### src/rtl/regfile_en.sv
// DEPTH x WIDTH register file: one lane-masked write port, two registered read
// ports, and a per-word valid bit with bulk clear.
module regfile_en #(
    parameter int WIDTH  = 16,
    parameter int DEPTH  = 8,
    parameter int LANE_W = 8,
    parameter int AW     = 3,
    parameter int BYPASS = 1,
    localparam int LANES = WIDTH / LANE_W
) (
    input  logic             clk,
    input  logic             rst,
    input  logic             wr_en,
    input  logic [AW-1:0]    wr_addr,
    input  logic [WIDTH-1:0] wr_data,
    input  logic [LANES-1:0] wr_mask,
    input  logic             clr,
    input  logic             rd_en_a,
    input  logic [AW-1:0]    rd_addr_a,
    output logic [WIDTH-1:0] rd_data_a,
    output logic             rd_valid_a,
    input  logic             rd_en_b,
    input  logic [AW-1:0]    rd_addr_b,
    output logic [WIDTH-1:0] rd_data_b,
    output logic             rd_valid_b
);

    localparam logic [AW:0] DEPTH_W = (AW+1)'(DEPTH);

    logic [WIDTH-1:0] mem [DEPTH];
    logic [DEPTH-1:0] valid;
    logic [WIDTH-1:0] lane_bits;
    logic [WIDTH-1:0] wr_word;
    logic             wr_ok;

    always_comb begin
        lane_bits = '0;
        for (int i = 0; i < LANES; i++) begin
            lane_bits[i*LANE_W +: LANE_W] = {LANE_W{wr_mask[i]}};
        end
    end

    // Addresses at or above DEPTH are dropped, never aliased onto a real word.
    assign wr_ok   = wr_en && ({1'b0, wr_addr} < DEPTH_W);
    assign wr_word = (mem[wr_addr] & ~lane_bits) | (wr_data & lane_bits);

    always_ff @(posedge clk) begin
        if (rst) begin
            for (int i = 0; i < DEPTH; i++) begin
                mem[i] <= '0;
            end
        end else if (wr_ok) begin
            mem[wr_addr] <= wr_word;
        end
    end

    // Later assignment wins: a write in the clear cycle leaves its word valid.
    always_ff @(posedge clk) begin
        if (rst) begin
            valid <= '0;
        end else begin
            if (clr) begin
                valid <= '0;
            end
            if (wr_ok) begin
                valid[wr_addr] <= 1'b1;
            end
        end
    end

    logic [1:0]       rd_en_p;
    logic [AW-1:0]    rd_addr_p  [2];
    logic [WIDTH-1:0] rd_data_q  [2];
    logic [1:0]       rd_valid_q;

    assign rd_en_p      = {rd_en_b, rd_en_a};
    assign rd_addr_p[0] = rd_addr_a;
    assign rd_addr_p[1] = rd_addr_b;
    assign rd_data_a    = rd_data_q[0];
    assign rd_data_b    = rd_data_q[1];
    assign rd_valid_a   = rd_valid_q[0];
    assign rd_valid_b   = rd_valid_q[1];

    for (genvar p = 0; p < 2; p++) begin : g_rd
        logic             in_range;
        logic             hit;
        logic [WIDTH-1:0] next_data;
        logic             next_valid;

        // With BYPASS the port sees the post-edge state; otherwise the pre-edge state.
        always_comb begin
            in_range   = {1'b0, rd_addr_p[p]} < DEPTH_W;
            hit        = wr_ok && (wr_addr == rd_addr_p[p]);
            next_data  = '0;
            next_valid = 1'b0;
            if (in_range) begin
                if ((BYPASS != 0) && hit) begin
                    next_data  = wr_word;
                    next_valid = 1'b1;
                end else begin
                    next_data  = mem[rd_addr_p[p]];
                    next_valid = valid[rd_addr_p[p]] && !((BYPASS != 0) && clr);
                end
            end
        end

        always_ff @(posedge clk) begin
            if (rst) begin
                rd_data_q[p]  <= '0;
                rd_valid_q[p] <= 1'b0;
            end else if (rd_en_p[p]) begin
                rd_data_q[p]  <= next_data;
                rd_valid_q[p] <= next_valid;
            end
        end
    end

endmodule

### config.mk
export PLATFORM = sky130hd
export DESIGN_NAME = regfile_en
export DESIGN_NICKNAME = d
export VERILOG_FILES = /design/src/rtl/regfile_en.sv
export SDC_FILE = /design/constraint.sdc
export NUM_CORES = 1
export LEC_CHECK = 0
export CAP_MARGIN = 10
export CORE_MARGIN = 2
export CORE_UTILIZATION = 55
export DETAILED_ROUTE_END_ITERATION = 12
export PLACE_DENSITY = 0.75
export SETUP_SLACK_MARGIN = 0.5
export SYNTH_ARGS = -nofsm -noshare
export SYNTH_HDL_FRONTEND = slang
export SYNTH_SLANG_ARGS = --single-unit
### constraint.sdc
create_clock -name clk -period 2.86 [get_ports clk]
set_input_delay 0.429 -clock clk [delete_from_list [all_inputs] [get_ports clk]]
set_output_delay 0.429 -clock clk [all_outputs]
set_load 0.02 [all_outputs]
==> flow_metrics.env, run 1 <==
export IMPL_rr_endpoint="rd_data_q[0][1]"
export IMPL_syn_nets=715
export IMPL_grt_pass1_wl_mm=41.33
export IMPL_synth_top_cell_by_area="edfxtp_1"
export IMPL_finalMaxSlewViolations=0
export IMPL_tightest_slew_ns=0.6203
export IMPL_first_iter_violations=915
export IMPL_synth_edff_count=160
export IMPL_slowest_stage="clkdlybuf4s50_1"
export IMPL_end_kind="register"
export IMPL_cts_setup_buffers=0
export IMPL_p_leak_uw=0.004178
export IMPL_fin_setup_tns_ns=0
export IMPL_clock_path_buffers=2
export IMPL_power_density_nw_per_um2=558.2
export IMPL_cts_reportedPaths_clkPinSlew_ns=0.07
export IMPL_insertion_delay_ns=0.44
export IMPL_crit_type="primary input to register"
export IMPL_dr_pass1_iters=6
export IMPL_numCtsBuffers=17
export IMPL_htree_levels=4
export IMPL_fin_crit_sh=0.7593
export IMPL_slew_headroom=0.5851
export IMPL_seq_area_frac_synth=0.5225
export IMPL_holdPathStages=2
export IMPL_grt_pass1_vias=7027
export IMPL_dp_slack_ns=0.1921
export IMPL_status="complete, no violations"
export IMPL_gp_congestion=0.8864
export IMPL_slowest_delay_ns=0.73
export IMPL_die_w_um=136.0
export IMPL_finalSetupViolations=0
export IMPL_rr_worst_depth=4
export IMPL_start_kind="primary input"
export IMPL_maxCapViolations=0
export IMPL_cp_required_ns=3.00
export IMPL_core_area_um2=17180
export IMPL_critical_path_max_fanout=18
export IMPL_syn_avg_cell_area_um2=14.05
export IMPL_peakVddDrop_uv=464.5
export IMPL_grt_use_total=0.3133
export IMPL_drc=0
export IMPL_rows=48
export IMPL_final_cells=1010
export IMPL_place_inst=978
export IMPL_cts_tree="yes"
export IMPL_min_to="valid[2]"
export IMPL_netlist_area_um2=9579
export IMPL_synth_warnings=0
export IMPL_cts_hold_fix_buffers=0
export IMPL_antenna_cells=0
export IMPL_synth_seq_cells=170
export IMPL_wl_per_cell_um=27.54
export IMPL_vias=6943
export IMPL_max_freq_ghz=0.4605
export IMPL_cts_resized=0
export IMPL_hpwl_mm=17.97
export IMPL_skew_ns=0.009188
export IMPL_period_minus_slack_ns=2.172
export IMPL_antenna_left=0
export IMPL_die_area_um2=18490
export IMPL_wirelength_mm=27.82
export IMPL_rsz0062_at_grt="false"
export IMPL_synthTopCellsByCount="edfxtp_1, nor2_1, mux2i_1"
export IMPL_grt_max_degree=20
export IMPL_critical_path_cell_chain="clkdlybuf4s50_1 > nor2_1 > nand3_2 > nand2b_1 > buf_4"
export IMPL_die_y_um=136.0
export IMPL_grt_overflow_total=0
export IMPL_ys_types=37
export IMPL_synth_most_common_cell="edfxtp_1"
export IMPL_min_path_type="register to register"
export IMPL_holdCritStartpoint="valid[2]"
export IMPL_final_setup_worst_slack_ns=0.6883
export IMPL_antenna_found_initial=0
export IMPL_ys_top_cells_by_area="edfxtp_1, mux4_2, mux2i_1"
export IMPL_drive_above_1_share=0.2446
export IMPL_yosys_most_used_dff="edfxtp_1"
export IMPL_timing_rr_start="mem[2][1]"
export IMPL_place_area_um2=10700
export IMPL_hold_viol=0
export IMPL_area_delta_synth_final_pct=18.12
export IMPL_worst_ep_arrival_time_ns=2.31
export IMPL_io_pins=67
export IMPL_synth_top_area_share=0.5016
export IMPL_portBuffers=66
export IMPL_initial_core_util=0.5577
export IMPL_async_flop_share=0
export IMPL_design_area_um2=11310
export IMPL_clock_sinks=170
export IMPL_fin_nets=805
export IMPL_nFillCells=1211
export IMPL_cts_root_buf="clkbuf_16"
export IMPL_rrSetupSlack_ns=0.92
export IMPL_syn_instance_count=682
export IMPL_viasPerCell=6.874
layer usage:
layer / global-route usage / up-vias / wire length, um
li1: - / 2854 / -
met1: 0.3818 / 3468 / 9710
met3: 0.06674 / 112 / 2771
met4: 0.1707 / 0 / 1361
met2: 0.5244 / 509 / 13970
met5: 0 / - / 0
area by class of cell:
class | count | area (um^2) | share of cell area
Timing Repair Buffer | 123 | 1146 | 0.1013
Inverter | 2 | 7.507 | 0.0006635
Tap cell | 225 | 281.5 | 0.02488
Clock inverter | 14 | 178.9 | 0.01581
Multi-Input combinational cell | 458 | 4267 | 0.3771
Clock buffer | 18 | 429.2 | 0.03793
Sequential cell | 170 | 5005 | 0.4423
stage by stage:
| step | util | hold WS, ns | total power (uW) |
|---|---|---|---|
| floorplan | - | 0.4291 | 3580 |
| CTS | 0.6586 | 0.4611 | 6299 |
| global placement | 0.6232 | 0.4375 | 3912 |
| finish | 0.6587 | 0.4645 | 6316 |
| global route | 0.6587 | 0.4938 | 6457 |
| detailed placement | 0.6232 | 0.4521 | 3942 |
critical path, delay by kind of cell:
family                 cells  cell delay, ns
buffers and inverters      2            1.00
AND/OR/NAND/NOR            3            0.88
cells in the final DEF, fill, tap and decap left out, drive strengths merged, types with 6 or more instances in the layout:
cell type	count
buf	61
mux2	6
nand2b	27
o31ai	15
nand2	24
xnor2	6
mux4	68
mux2i	90
clkbuf	18
o22ai	60
nor2	130
dfxtp	10
nor2b	6
edfxtp	160
clkdlybuf4s50	61
clkinv	7
registers in the layout, indices dropped and copies added (netlist names):
signal,flops
rd_valid_a,1
rd_data_q,32
rd_valid_b,1
mem,128
valid,8
worst max-delay path by stage:
| stage | from | end | cells after the start |
|---|---|---|---|
| after floorplan | wr_addr[2] | mem[0][0] | 6 |
| after global placement | wr_addr[1] | rd_data_q[1][3] | 6 |
| after detailed placement | wr_addr[1] | rd_data_q[1][3] | 6 |
| after CTS | wr_addr[1] | rd_data_q[0][10] | 6 |
| after global routing | rd_addr_a[1] | rd_data_q[0][8] | 6 |
| final | rst | mem[7][14] | 5 |
kinds of logic (layout without fill, tap and decap cells):
family,count (synthesis),in the layout,share of synthesized area
xor gates and xnor gates,6,6,0.005486
DFF,170,170,0.5225
AOI/OAI and AO/OA,87,87,0.08320
and+or+nand+nor,201,201,0.09535
buffers and inverters,54,157,0.03213
muxes,164,164,0.2614
power by group:
part	total (uW)	internal (uW)	switching, uW
logic	979	441	538
registers	2930	2850	78.8
clock network	2400	1450	957
No activity file was read; power rests on OpenSTA's default activity.
==> run 2, diff against run 1 <==
==> constraint.sdc (replaced) <==
create_clock -name clk -period 2.18 [get_ports clk]
set_input_delay 0.327 -clock clk [delete_from_list [all_inputs] [get_ports clk]]
set_output_delay 0.327 -clock clk [all_outputs]
set_load 0.02 [all_outputs]
==> flow_metrics.env, run 2 (synthesis results as in run 1) <==
export IMPL_p_int_uw=6079
export IMPL_cts_root_buf="clkbuf_16"
export IMPL_worst_ep_arrival_time_ns=1.97
export IMPL_p_leak_uw=0.004643
export IMPL_nFillCells=1190
export IMPL_hold_viol=0
export IMPL_maxCapViolations=0
export IMPL_regMostFlops="mem"
export IMPL_swShare=0.2586
export IMPL_min_path_type="register to register"
export IMPL_grt_use_met2=0.5499
export IMPL_seqCellArea_um2=5005
export IMPL_total_power_uw=8200
export IMPL_clock_sinks=170
export IMPL_fin_setup_tns_ns=0
export IMPL_critical_path_max_fanout=8
export IMPL_fin_nets=837
export IMPL_initial_core_util=0.5577
export IMPL_start_kind="register"
export IMPL_gp_congestion=0.9177
export IMPL_cts_hold_fix_buffers=0
export IMPL_io_pins=67
export IMPL_grt_pass1_vias=7417
export IMPL_antenna_left=0
export IMPL_power_density_nw_per_um2=690.5
export IMPL_area_delta_synth_final_pct=23.97
export IMPL_grt_overflow_total=0
export IMPL_rows=48
export IMPL_dr_pass1_iters=6
export IMPL_peakVddDrop_uv=605.1
export IMPL_met3_usage=0.06227
export IMPL_wl_per_cell_um=27.37
export IMPL_slowest_delay_ns=0.44
export IMPL_largestRegisters="mem: 128 flops, rd_data_q: 32 flops, valid: 8 flops"
export IMPL_first_iter_violations=830
export IMPL_finalMaxSlewViolations=0
export IMPL_layout_common_cells="edfxtp_1, nor2_1, mux2i_1"
export IMPL_combPwrFrac=0.172
export IMPL_grt_pass1_wl_mm=42.64
export IMPL_viasPerCell=6.752
export IMPL_final_cells=1041
export IMPL_grt_max_degree=19
export IMPL_drive_above_1_share=0.3002
export IMPL_grt_use_total=0.3215
export IMPL_cp_required_ns=2.35
export IMPL_place_inst=998
export IMPL_die_area_um2=18490
export IMPL_insertion_delay_ns=0.44
export IMPL_pwr_share_clk=0.359
export IMPL_tightest_slew_ns=0.5747
export IMPL_slew_headroom=0.6163
export IMPL_htree_levels=4
export IMPL_switchingPower_uw=2120
export IMPL_critical_path_cell_chain="mux2_2 > a221o_1 > o32ai_4 > buf_6 > nor2_1"
export IMPL_vias=7029
export IMPL_final_util=0.6914
export IMPL_clock_path_buffers=2
export IMPL_die_w_um=136.0
export IMPL_largest_reg_flops=128
export IMPL_mostFrequentLayoutCell="edfxtp_1"
export IMPL_crit_type="register to register"
export IMPL_drc=0
export IMPL_rsz0062_at_grt="true"
export IMPL_die_y_um=136.0
export IMPL_multi_input_area_um2=4447
export IMPL_cts_tree="yes"
export IMPL_antenna_cells=0
export IMPL_cts_reportedPaths_clkPinSlew_ns=0.06
export IMPL_finalSetupViolations=0
export IMPL_status="complete, no violations"
export IMPL_numCtsBuffers=17
export IMPL_core_area_um2=17180
export IMPL_period_minus_slack_ns=1.803
export IMPL_grt_use_met1=0.3822
export IMPL_portBuffers=66
export IMPL_skew_ns=0.007063
export IMPL_antenna_found_initial=0
export IMPL_slowest_stage="edfxtp_1"
export IMPL_busiest_layer="met2"
export IMPL_max_freq_ghz=0.5546
export IMPL_end_kind="register"
export IMPL_hpwl_mm=17.80
export IMPL_fin_crit_sh=0.8272
export IMPL_wirelength_mm=28.49
export IMPL_seqPwrFrac=0.469
run 2: per-layer routing:
| layer | wire (um) | vias up |
|---|---|---|
| li1 | - | 2919 |
| met1 | 9595 | 3460 |
| met2 | 14490 | 518 |
| met3 | 2875 | 132 |
| met5 | 0 | - |
| met4 | 1526 | 0 |
run 2: final cells by class:
cell class | instances | share of cell area
Timing Repair Buffer | 155 | 0.1327
Inverter | 2 | 0.0006322
Clock buffer | 20 | 0.03677
Clock inverter | 11 | 0.01033
Multi-Input combinational cell | 458 | 0.3745
Tap cell | 225 | 0.02371
Sequential cell | 170 | 0.4215
run 2: worst paths after layout:
path / endpoint / cells after the start / slack [ns] / start
worst max-delay path: mem[2][1] / 5 / 0.38 / mem[5][1]
worst max register to register: mem[2][1] / 5 / 0.38 / mem[5][1]
worst min register to register: valid[2] / 2 / 0.46 / valid[2]
worst min-delay path: valid[2] / 2 / 0.46 / valid[2]
run 2: timing repair:
action / CTS / global route
endpoints found under the setup margin: 257 / 158
pin swaps: 5 / 0
resized for setup: 61 / 9
cloned: 0 / 0
endpoints found under the hold margin: 0 / 0
setup buffers: 12 / 0
run 2: through the flow:
stage | hold WS [ns] | worst slack, ns | cell area (um^2)
floorplan | 0.4291 | 0.3669 | 9749
global placement | 0.4418 | -0.07858 | 11110
detailed placement | 0.4473 | -0.09364 | 11110
CTS | 0.4577 | 0.3973 | 11850
global route | 0.4887 | 0.3454 | 11880
finish | 0.4560 | 0.3767 | 11880
run 2: critical path, delay by kind of cell, from the launching register on:
| family | cells | cell delay (ns) |
|---|---|---|
| AO/OA/AOI/OAI | 2 | 0.58 |
| flip-flops | 1 | 0.44 |
| multiplexers | 1 | 0.29 |
| buffers and inverters | 1 | 0.18 |
| AND/OR/NAND/NOR | 1 | 0.06 |
run 2: power by group through the flow:
| stage | Combinational (uW) | Clock (uW) | Sequential (uW) |
|---|---|---|---|
| 2_1_floorplan | 790 | 0 | 3940 |
| 3_3_place_gp | 1340 | 0 | 3900 |
| 3_5_place_dp | 1360 | 0 | 3910 |
| 4_1_cts | 1390 | 2940 | 3840 |
| 5_1_grt | 1470 | 3060 | 3860 |
| 6_report | 1410 | 2940 | 3840 |
